[src/rtl/fetch_sequencer.sv]
`default_nettype none
// ============================================================================
//  Module   : fetch_sequencer
//  Purpose  : Multi-cycle fetch/decode/execute control FSM with PC, IR and
//             retired-instruction counter; issues one-cycle datapath strobes.
//  Revision : 1.0  initial release
// ============================================================================
module fetch_sequencer #(
    parameter int ADDR_W  = 4,
    parameter int INSTR_W = 16,
    parameter int CNT_W   = 8
) (
    input  logic               clk,
    input  logic               reset,
    input  logic [INSTR_W-1:0] instruction,
    input  logic               zero_flag,
    input  logic               mem_ready,
    output logic [ADDR_W-1:0]  pc_addr,
    output logic               ir_enable,
    output logic [INSTR_W-1:0] ir,
    output logic               alu_enable,
    output logic [3:0]         alu_op,
    output logic               mem_read,
    output logic               mem_write,
    output logic               reg_write,
    output logic               halted,
    output logic [2:0]         state,
    output logic [CNT_W-1:0]   retired
);

    typedef enum logic [2:0] {
        S_FETCH  = 3'd0,
        S_DECODE = 3'd1,
        S_EXEC   = 3'd2,
        S_MEM    = 3'd3,
        S_WB     = 3'd4,
        S_HALT   = 3'd5
    } state_t;

    localparam logic [3:0] c_OP_ADD   = 4'b0000;
    localparam logic [3:0] c_OP_ALU4  = 4'b0100;
    localparam logic [3:0] c_OP_ALU5  = 4'b0101;
    localparam logic [3:0] c_OP_ALU6  = 4'b0110;
    localparam logic [3:0] c_OP_BEQ   = 4'b0111;
    localparam logic [3:0] c_OP_LOAD  = 4'b1001;
    localparam logic [3:0] c_OP_STORE = 4'b1010;
    localparam logic [3:0] c_OP_JUMP  = 4'b1011;
    localparam logic [3:0] c_OP_HALT  = 4'b1111;

    state_t              r_state;
    state_t              w_next;
    logic [ADDR_W-1:0]   r_pc;
    logic [ADDR_W-1:0]   w_pc_next;
    logic [ADDR_W-1:0]   w_pc_inc;
    logic [ADDR_W-1:0]   w_target;
    logic [INSTR_W-1:0]  r_ir;
    logic [CNT_W-1:0]    r_retired;
    logic [3:0]          w_opcode;
    logic                w_is_alu;
    logic                w_is_load;
    logic                w_is_store;
    logic                w_is_jump;
    logic                w_is_beq;
    logic                w_is_exec;
    logic                w_retire;
    logic                w_ir_en;
    logic                w_alu_en;
    logic                w_mem_rd;
    logic                w_mem_wr;
    logic                w_reg_wr;
    logic                w_halted;

    assign w_opcode   = r_ir[15:12];
    assign w_target   = ADDR_W'(r_ir[3:0]);
    assign w_pc_inc   = r_pc + ADDR_W'(1);

    assign w_is_alu   = (w_opcode == c_OP_ADD)  || (w_opcode == c_OP_ALU4) ||
                        (w_opcode == c_OP_ALU5) || (w_opcode == c_OP_ALU6);
    assign w_is_load  = (w_opcode == c_OP_LOAD);
    assign w_is_store = (w_opcode == c_OP_STORE);
    assign w_is_jump  = (w_opcode == c_OP_JUMP);
    assign w_is_beq   = (w_opcode == c_OP_BEQ);
    assign w_is_exec  = w_is_alu || w_is_load || w_is_store || w_is_jump || w_is_beq;

    always_ff @(posedge clk) begin
        if (reset) begin
            r_state   <= S_FETCH;
            r_pc      <= '0;
            r_ir      <= '0;
            r_retired <= '0;
        end else begin
            r_state <= w_next;
            r_pc    <= w_pc_next;
            if (w_ir_en) begin
                r_ir <= instruction;
            end
            if (w_retire) begin
                r_retired <= r_retired + CNT_W'(1);
            end
        end
    end

    always_comb begin
        w_next    = r_state;
        w_pc_next = r_pc;
        w_retire  = 1'b0;
        w_ir_en   = 1'b0;
        w_alu_en  = 1'b0;
        w_mem_rd  = 1'b0;
        w_mem_wr  = 1'b0;
        w_reg_wr  = 1'b0;
        w_halted  = 1'b0;
        case (r_state)
            S_FETCH: begin
                w_ir_en = 1'b1;
                w_next  = S_DECODE;
            end
            S_DECODE: begin
                if (w_is_exec) begin
                    w_next = S_EXEC;
                end else if (w_opcode == c_OP_HALT) begin
                    w_next = S_HALT;
                end else begin
                    w_pc_next = w_pc_inc;
                    w_retire  = 1'b1;
                    w_next    = S_FETCH;
                end
            end
            S_EXEC: begin
                w_alu_en = 1'b1;
                if (w_is_alu) begin
                    w_next = S_WB;
                end else if (w_is_load || w_is_store) begin
                    w_next = S_MEM;
                end else begin
                    // JUMP and BEQ resolve here; BEQ falls through when not equal
                    w_pc_next = (w_is_jump || zero_flag) ? w_target : w_pc_inc;
                    w_retire  = 1'b1;
                    w_next    = S_FETCH;
                end
            end
            S_MEM: begin
                w_mem_rd = w_is_load;
                w_mem_wr = w_is_store;
                if (mem_ready) begin
                    if (w_is_load) begin
                        w_next = S_WB;
                    end else begin
                        w_pc_next = w_pc_inc;
                        w_retire  = 1'b1;
                        w_next    = S_FETCH;
                    end
                end
            end
            S_WB: begin
                w_reg_wr  = 1'b1;
                w_pc_next = w_pc_inc;
                w_retire  = 1'b1;
                w_next    = S_FETCH;
            end
            S_HALT: begin
                w_halted = 1'b1;
            end
            default: begin
                w_next = S_FETCH;
            end
        endcase
    end

    assign pc_addr    = r_pc;
    assign ir         = r_ir;
    assign alu_op     = r_ir[15:12];
    assign retired    = r_retired;
    assign state      = r_state;
    assign ir_enable  = w_ir_en;
    assign alu_enable = w_alu_en;
    assign mem_read   = w_mem_rd;
    assign mem_write  = w_mem_wr;
    assign reg_write  = w_reg_wr;
    assign halted     = w_halted;

endmodule
`default_nettype wire

[config.mk]
export PLATFORM = sky130hd
export DESIGN_NAME = fetch_sequencer
export DESIGN_NICKNAME = d
export VERILOG_FILES = /design/src/rtl/fetch_sequencer.sv
export SDC_FILE = /design/constraint.sdc
export NUM_CORES = 1
export LEC_CHECK = 0
export CORE_MARGIN = 2
export CORE_UTILIZATION = 44
export CTS_CLUSTER_SIZE = 16
export DETAILED_ROUTE_END_ITERATION = 6
export PLACE_DENSITY_LB_ADDON = 0.1
export REMOVE_ABC_BUFFERS = 1
export SLEW_MARGIN = 15
export SYNTH_ARGS = -nofsm -noshare
export SYNTH_HDL_FRONTEND = slang
export SYNTH_SLANG_ARGS = --single-unit
[constraint.sdc]
create_clock -name clk -period 1.95 [get_ports clk]
set_input_delay 0.2925 -clock clk [delete_from_list [all_inputs] [get_ports clk]]
set_output_delay 0.2925 -clock clk [all_outputs]
set_load 0.005 [all_outputs]
==> results by group, run 1 <==
Synthesis
  – Synth Flop Type: dfxtp_1
  – Synth cell types: 44
  – Mapped Area: 1630 sq um
  – Sequential cell area fraction in the yosys report: 38.2%
  – Fraction of registers with async set/reset: 0%
  – Synth warn: 0
  – Number of synthesized flops with an enable pin: 0
  – #FFs+latches synth: 31
  – Syn Area/Cell: 7.97 sq um
  – Synthesized instance count: 204

Power and ir drop
  – Power, Total: 2.22 mW
  – Power Density: 840 nW/um^2
  – Max VDD drop: 0.623 mV
  – P_leak: 1.02 nW

STA
  – Endpoints failing hold: 0
  – Setup violators final: 0
  – Min Clock Period, post-route: 1.93 ns
  – Maximum clock rate: 519 MHz
  – Final Max Tran Viols: 0
  – RSZ-0062 raised after global routing: true
  – Relative slew slack: 69.5%
  – Least-Margin Pin Slew: 0.456 ns
  – Period utilisation layout: 98.9%
  – Fin Clk Skew: 0.00304 ns

Drt
  – Initial DRT Pass Iterations: 4
  – DR top layer: met4
  – Vias/cell: 5.30
  – DRT met1 WL: 1900 microns
  – Met2 wire length: 2220 microns
  – Remaining antenna violation count: 0
  – DR iter-0 viols: 108
  – Vias: 1776
  – WL final: 4490 microns
  – Post-route DRC: 0
  – Met3 WL: 291 microns
  – Average wire per standard cell: 13.4 microns

Critical path
  – Worst R2R Setup Slack: 0.02 ns
  – Biggest cell delay along the critical path: 0.41 ns
  – CP startpoint kind: flop
  – Worst setup path end: pc_addr[2]
  – Worst path required time: 2.14 ns
  – Crit end category: flop
  – Crit Path Class: reg -> reg
  – Slowest CP cell: or3b_4
  – Max FO, Critical Path: 7
  – R2R depth: 7
  – Cells along the critical path: buf_6 -> or3b_4 -> a31oi_4 -> a211oi_4 -> buf_12 -> buf_4 -> o41ai_1
  – WP data arrival: 2.12 ns
  – Worst reg2reg path startpoint: state[2]
  – FF-to-FF End: pc_addr[2]
  – Crit path from: state[2]

Floorplanning
  – Ports: 61
  – Core area: 3610 sq um
  – Starting Density: 45.1%
  – Die width: 64.8 microns
  – Die Y: 64.8 microns
  – Die Area: 4200 sq um
  – Row count: 22

Final layout
  – Most frequent cells in the layout: 56 x clkdlybuf4s50_1, 38 x nand2_1, 28 x buf_4, 26 x dfxtp_1, 25 x a21oi_1
  – Final #Nets: 308
  – Util after Layout: 73.1%
  – Area delta synth->final: 62.2%
  – Layout cells sized above 1: 23.3%
  – Commonest non-fill, non-tap cell in the layout: clkdlybuf4s50_1
  – Fillers: 306
  – Diodes inserted: 0

Clocking
  – Root buf cell: clkbuf_8
  – Clk buf depth: 2
  – TritonCTS clock tree: built
  – Clk sinks: 31
  – Num CTS Buffers: 5
  – Clock slew at reported path FFs: 0.07 ns
  – H-tree levels: 2
  – Clock latency at the later pin of the worst-skew pair: 0.29 ns

Place
  – Hpwl dp: 3080 microns
  – Port-buffer cells: 60
  – GPL Wtd Cong: 0.810

Run status
  – Outcome: finished, final reports clean

Run
  – Max_cap viols: 0

GRT
  – Pin count of the biggest net entering global routing: 20
  – Vias in the first global route: 1699
  – First-pass GRT wire length: 7630 microns
  – Total GRT Usage: 23.2%
  – Number of antenna violations at the first check in global routing: 0
  – Grt total ovfl: 0

Min path
  – HP Class: reg -> reg
## worst min-delay path by stage
stage	from	to	depth (start not counted)	slack, ns
6_report	ir[6]	ir[6]	2	0.45
5_1_grt	ir[4]	ir[4]	2	0.49
4_1_cts	ir[6]	ir[6]	2	0.46
3_5_place_dp	ir[6]	ir[6]	2	0.45
3_3_place_gp	ir[6]	ir[6]	2	0.44
2_1_floorplan	reset	ir[0]	1	0.36
## report_power, final
part	leakage [nW]	internal, mW	switching (mW)
registers	0.256	0.711	0.0697
clock network	0.0505	0.321	0.250
logic	0.717	0.470	0.395
## synth_stat cells (all sizes together) (2+ instances only)
master   n  share of area, %
and2     2              0.77
o21bai   2              0.92
nor2b    3               1.2
a31oi    2               1.7
nor3b    4               1.8
o311ai   2               1.1
clkbuf   6               1.4
and3     3               1.2
dfxtp   31                38
or3      2              0.77
inv      8               1.8
buf     12               4.5
or4      6               2.8
a211oi   3               2.2
nand2   38               8.8
nand3    9               2.8
o21ai    4               1.2
ha       2               1.5
nor2     5               1.2
a21oi   29               9.2
o31ai    6               2.8
o41ai    2               1.1
nor3     5               1.5
mux2     2               1.4
## through the flow
step	instances	worst slack [ns]	cell area (sq um)	hold WS, ns	TNS [ns]
final	335	0.0223	2640	0.452	0
after CTS	334	-0.0108	2560	0.457	-0.0203
after detailed placement	323	-0.129	2410	0.450	-0.307
after floorplan	186	-0.0498	1530	0.362	-0.104
after global routing	335	-0.0325	2640	0.487	-0.114
after global placement	323	-0.103	2410	0.441	-0.108
## layer usage
layer,up-vias,track usage [%]
met1,826,27.2
met2,49,38.9
li1,893,-
met3,8,8.51
met5,-,0
met4,0,8.24
## repair_timing
item,in CTS,in global routing
pin swaps,3,13
buffers inserted,2,1
setup endpoints to repair,13,10
gates cloned,1,0
gates resized for setup,9,22
hold buffers,0,0
## flip-flops by register name, summed over array words and instances, names as in the netlist
| name | cells |
|---|---|
| state | 3 |
| ir | 16 |
| retired | 8 |
| pc_addr | 4 |
## critical path, delay by kind of cell (launching register included)
family | cells | cell delay (ns)
AO/OA/AOI/OAI | 3 | 0.67
buffers and inverters | 3 | 0.40
flip-flops | 1 | 0.35
AND/OR/NAND/NOR | 1 | 0.41
## area by class of cell
| cell class | instances | area (sq um) | area share (%) |
|---|---|---|---|
| Clock inverter | 1 | 7.51 | 0.285 |
| Inverter | 9 | 33.8 | 1.28 |
| Timing Repair Buffer | 92 | 852 | 32.3 |
| Clock buffer | 7 | 96.3 | 3.65 |
| Tap cell | 48 | 60.1 | 2.28 |
| Multi-Input combinational cell | 147 | 958 | 36.3 |
| Sequential cell | 31 | 629 | 23.9 |
## logic make-up (layout without fill, tap and decap cells)
| family | count (synthesis) | in the layout | share of synthesized area [%] |
|---|---|---|---|
| XOR/XNOR | 1 | 1 | 0.539 |
| AND/OR/NAND/NOR | 81 | 81 | 24.9 |
| adder cells (fa/ha/maj) | 2 | 2 | 1.54 |
| multiplexers | 3 | 3 | 2.00 |
| flip-flops | 31 | 31 | 38.2 |
| buffers and inverters | 27 | 109 | 7.92 |
| AO/OA/AOI/OAI | 59 | 60 | 24.9 |
No activity file was read; power rests on OpenSTA's default activity.
==> run 2: changes to the inputs <==
--- a/config.mk
+++ b/config.mk
@@ -6,7 +6,7 @@
 export NUM_CORES = 1
 export LEC_CHECK = 0
 export CORE_MARGIN = 2
-export CORE_UTILIZATION = 44
+export CORE_UTILIZATION = 47
 export CTS_CLUSTER_SIZE = 16
 export DETAILED_ROUTE_END_ITERATION = 6
 export PLACE_DENSITY_LB_ADDON = 0.1
==> constraint.sdc (replaced) <==
create_clock -name clk -period 2.5 [get_ports clk]
set_input_delay 0.375 -clock clk [delete_from_list [all_inputs] [get_ports clk]]
set_output_delay 0.375 -clock clk [all_outputs]
set_load 0.005 [all_outputs]
==> run 2 against run 1 <==
Critical path type is now reg -> out; highest routed layer unchanged; die area decreased by 6.0%; clock skew increased by 0.0023 ns; count of clock-buffer cells in the layout decreased by 1; largest power group is now registers; sequential cell count unchanged; final area decreased by 12%; cell count decreased by 8.4%; clock power decreased by 48%.
==> results by group, run 2 (same netlist as run 1, synthesis figures left out) <==
Run status
  – Outcome: finished, final reports clean (unchanged)

Min path
  – HP Class: reg -> reg (unchanged)

Critical path
  – Biggest cell delay along the critical path: 0.52 ns (was 0.41 ns)
  – Crit Path Class: reg -> out (was reg -> reg)
  – Cells along the critical path: inv_1 -> or4_4 -> nor3_1 -> clkdlybuf4s50_1 (was buf_6 -> or3b_4 -> a31oi_4 -> a211oi_4 -> buf_12 -> buf_4 -> o41ai_1)
  – Worst R2R Setup Slack: 0.31 ns (was 0.02 ns)
  – CP startpoint kind: flop (unchanged)
  – Max FO, Critical Path: 8 (was 7)
  – Worst path required time: 2.12 ns (was 2.14 ns)
  – Slowest CP cell: or4_4 (was or3b_4)
  – WP data arrival: 2.02 ns (was 2.12 ns)
  – Crit end category: output port (was flop)

Final layout
  – Layout cells sized above 1: 9.96% (was 23.3%)
  – Fillers: 298 (was 306)
  – Most frequent cells in the layout: 60 x clkdlybuf4s50_1, 38 x nand2_1, 30 x dfxtp_1, 28 x a21oi_1, 9 x nand3_1 (was 56 x clkdlybuf4s50_1, 38 x nand2_1, 28 x buf_4, 26 x dfxtp_1, 25 x a21oi_1)
  – Commonest non-fill, non-tap cell in the layout: clkdlybuf4s50_1 (unchanged)
  – Largest register FFs: 16 (unchanged)
  – Final std cells w/o fill: 307 (was 335)
  – Diodes inserted: 0 (unchanged)
  – Area delta synth->final: 42.5% (was 62.2%)
  – Final #Nets: 283 (was 308)

GRT
  – Total GRT Usage: 20.5% (was 23.2%)
  – Vias in the first global route: 1396 (was 1699)
  – Grt total ovfl: 0 (unchanged)
  – Met2 Use GR: 30.8% (was 38.9%)
  – Gr busiest metal: met2 (unchanged)
  – First-pass GRT wire length: 6470 microns (was 7630 microns)
  – Pin count of the biggest net entering global routing: 20 (unchanged)
  – GR Layer Usage met1: 27.0% (was 27.2%)
  – Met3 Use GR: 6.85% (was 8.51%)
  – Number of antenna violations at the first check in global routing: 0 (unchanged)

Power and ir drop
  – Power, Total: 1.43 mW (was 2.22 mW)
  – P_leak: 0.853 nW (was 1.02 nW)
  – Max VDD drop: 0.432 mV (was 0.623 mV)
  – Power Density: 618 nW/um^2 (was 840 nW/um^2)

Drt
  – Average wire per standard cell: 12.2 microns (was 13.4 microns)
  – Remaining antenna violation count: 0 (unchanged)
  – Initial DRT Pass Iterations: 4 (unchanged)
  – Vias/cell: 5.16 (was 5.30)
  – Post-route DRC: 0 (unchanged)
  – WL final: 3740 microns (was 4490 microns)
  – DR iter-0 viols: 118 (was 108)
  – Vias: 1585 (was 1776)

Clocking
  – H-tree levels: 2 (unchanged)
  – Hold_buf cts: 0 (unchanged)
  – TritonCTS clock tree: built (unchanged)
  – Num CTS Buffers: 5 (unchanged)
  – Clock latency at the later pin of the worst-skew pair: 0.33 ns (was 0.29 ns)
  – Clock slew at reported path FFs: 0.09 ns (was 0.07 ns)
  – Post-CTS Setup Bufs: 0 (was 2)
  – Clk buf depth: 2 (unchanged)
  – Clk sinks: 31 (unchanged)
  – Root buf cell: clkbuf_4 (was clkbuf_8)

Floorplanning
  – Die Area: 3950 sq um (was 4200 sq um)
  – Die width: 62.8 microns (was 64.8 microns)
  – Row count: 21 (was 22)
  – Starting Density: 48.7% (was 45.1%)
  – Ports: 61 (unchanged)
  – Die Y: 62.8 microns (was 64.8 microns)
  – Core area: 3340 sq um (was 3610 sq um)

STA
  – Post-route setup TNS: 0 ns (unchanged)
  – Min Clock Period, post-route: 2.39 ns
  – Period utilisation layout: 95.7%
  – Final worst slack: 0.107 ns (was 0.0223 ns)
  – RSZ-0062 raised after global routing: false (was true)
  – Maximum clock rate: 418 MHz
  – Relative slew slack: 53.7% (was 69.5%)
  – Final hold slack: 0.456 ns (was 0.452 ns)
  – Least-Margin Pin Slew: 0.692 ns (was 0.456 ns)
  – Final Max Tran Viols: 0 (unchanged)
  – Fin Clk Skew: 0.00537 ns (was 0.00304 ns)
  – Endpoints failing hold: 0 (unchanged)
  – Setup violators final: 0 (unchanged)

Place
  – GPL Wtd Cong: 0.809 (was 0.810)
  – Number of cells after detailed placement: 300 (was 323)
  – Hpwl dp: 2720 microns (was 3080 microns)
  – Post-placement worst setup slack: 0.324 ns (was -0.129 ns)
  – Port-buffer cells: 60 (unchanged)

Run
  – Max_cap viols: 0 (unchanged)
[run 2: cell count changes in the layout (fill, tap and decap cells not counted), sizes merged]
| cell | delta |
|---|---|
| clkdlybuf4s50 | +4 |
| clkbuf | -3 |
| clkinvlp | -1 |
| buf | -24 |
| clkinv | +1 |
| a211oi | -1 |
| dlygate4sd2 | -2 |
[run 2: repair_timing]
item | CTS | global route
resized for setup | 1 | 3
hold endpoints to repair | 0 | 0
endpoints found under the setup margin | 2 | 2
[run 2: power breakdown]
| part | total [mW] | internal [mW] | switching, mW |
|---|---|---|---|
| logic | 0.518 | 0.274 | 0.245 |
| clock network | 0.297 | 0.130 | 0.167 |
| registers | 0.618 | 0.553 | 0.0653 |
| total | 1.43 | 0.956 | 0.477 |
[run 2: critical path: cells and delay by family, from the launching register on]
kind	cells	cell delay (ns)
simple gates	2	0.70
buf+inv	2	0.59
flops	1	0.39
[run 2: stage by stage]
step,utilization [%],cell area (sq um)
2_1_floorplan,-,1530
3_3_place_gp,67.4,2250
3_5_place_dp,67.4,2250
4_1_cts,69.1,2310
5_1_grt,69.5,2320
6_report,69.5,2320
[run 2: layout make-up]
| type | count | area (sq um) | share of cell area [%] |
|---|---|---|---|
| Multi-Input combinational cell | 146 | 886 | 38.2 |
| Timing Repair Buffer | 68 | 661 | 28.5 |
| Sequential cell | 31 | 624 | 26.9 |
| Tap cell | 46 | 57.6 | 2.48 |
| Clock buffer | 6 | 51.3 | 2.21 |
| Inverter | 9 | 33.8 | 1.46 |
| Clock inverter | 1 | 5.00 | 0.216 |
[run 2: metal layers]
layer | part of all wire [%] | vias to the layer above | wire length [microns]
li1 | - | 840 | -
met1 | 46 | 692 | 1710
met2 | 46 | 45 | 1710
met3 | 6.7 | 8 | 252
met4 | 1.7 | 0 | 63
met5 | 0 | - | 0
[run 2: worst paths after layout]
check	start	endpoint	depth (start not counted)
hold / removal	ir[7]	ir[7]	2
setup / recovery	state[1]	mem_read	4
setup reg to reg	ir[13]	retired[5]	5
hold reg to reg	ir[7]	ir[7]	2
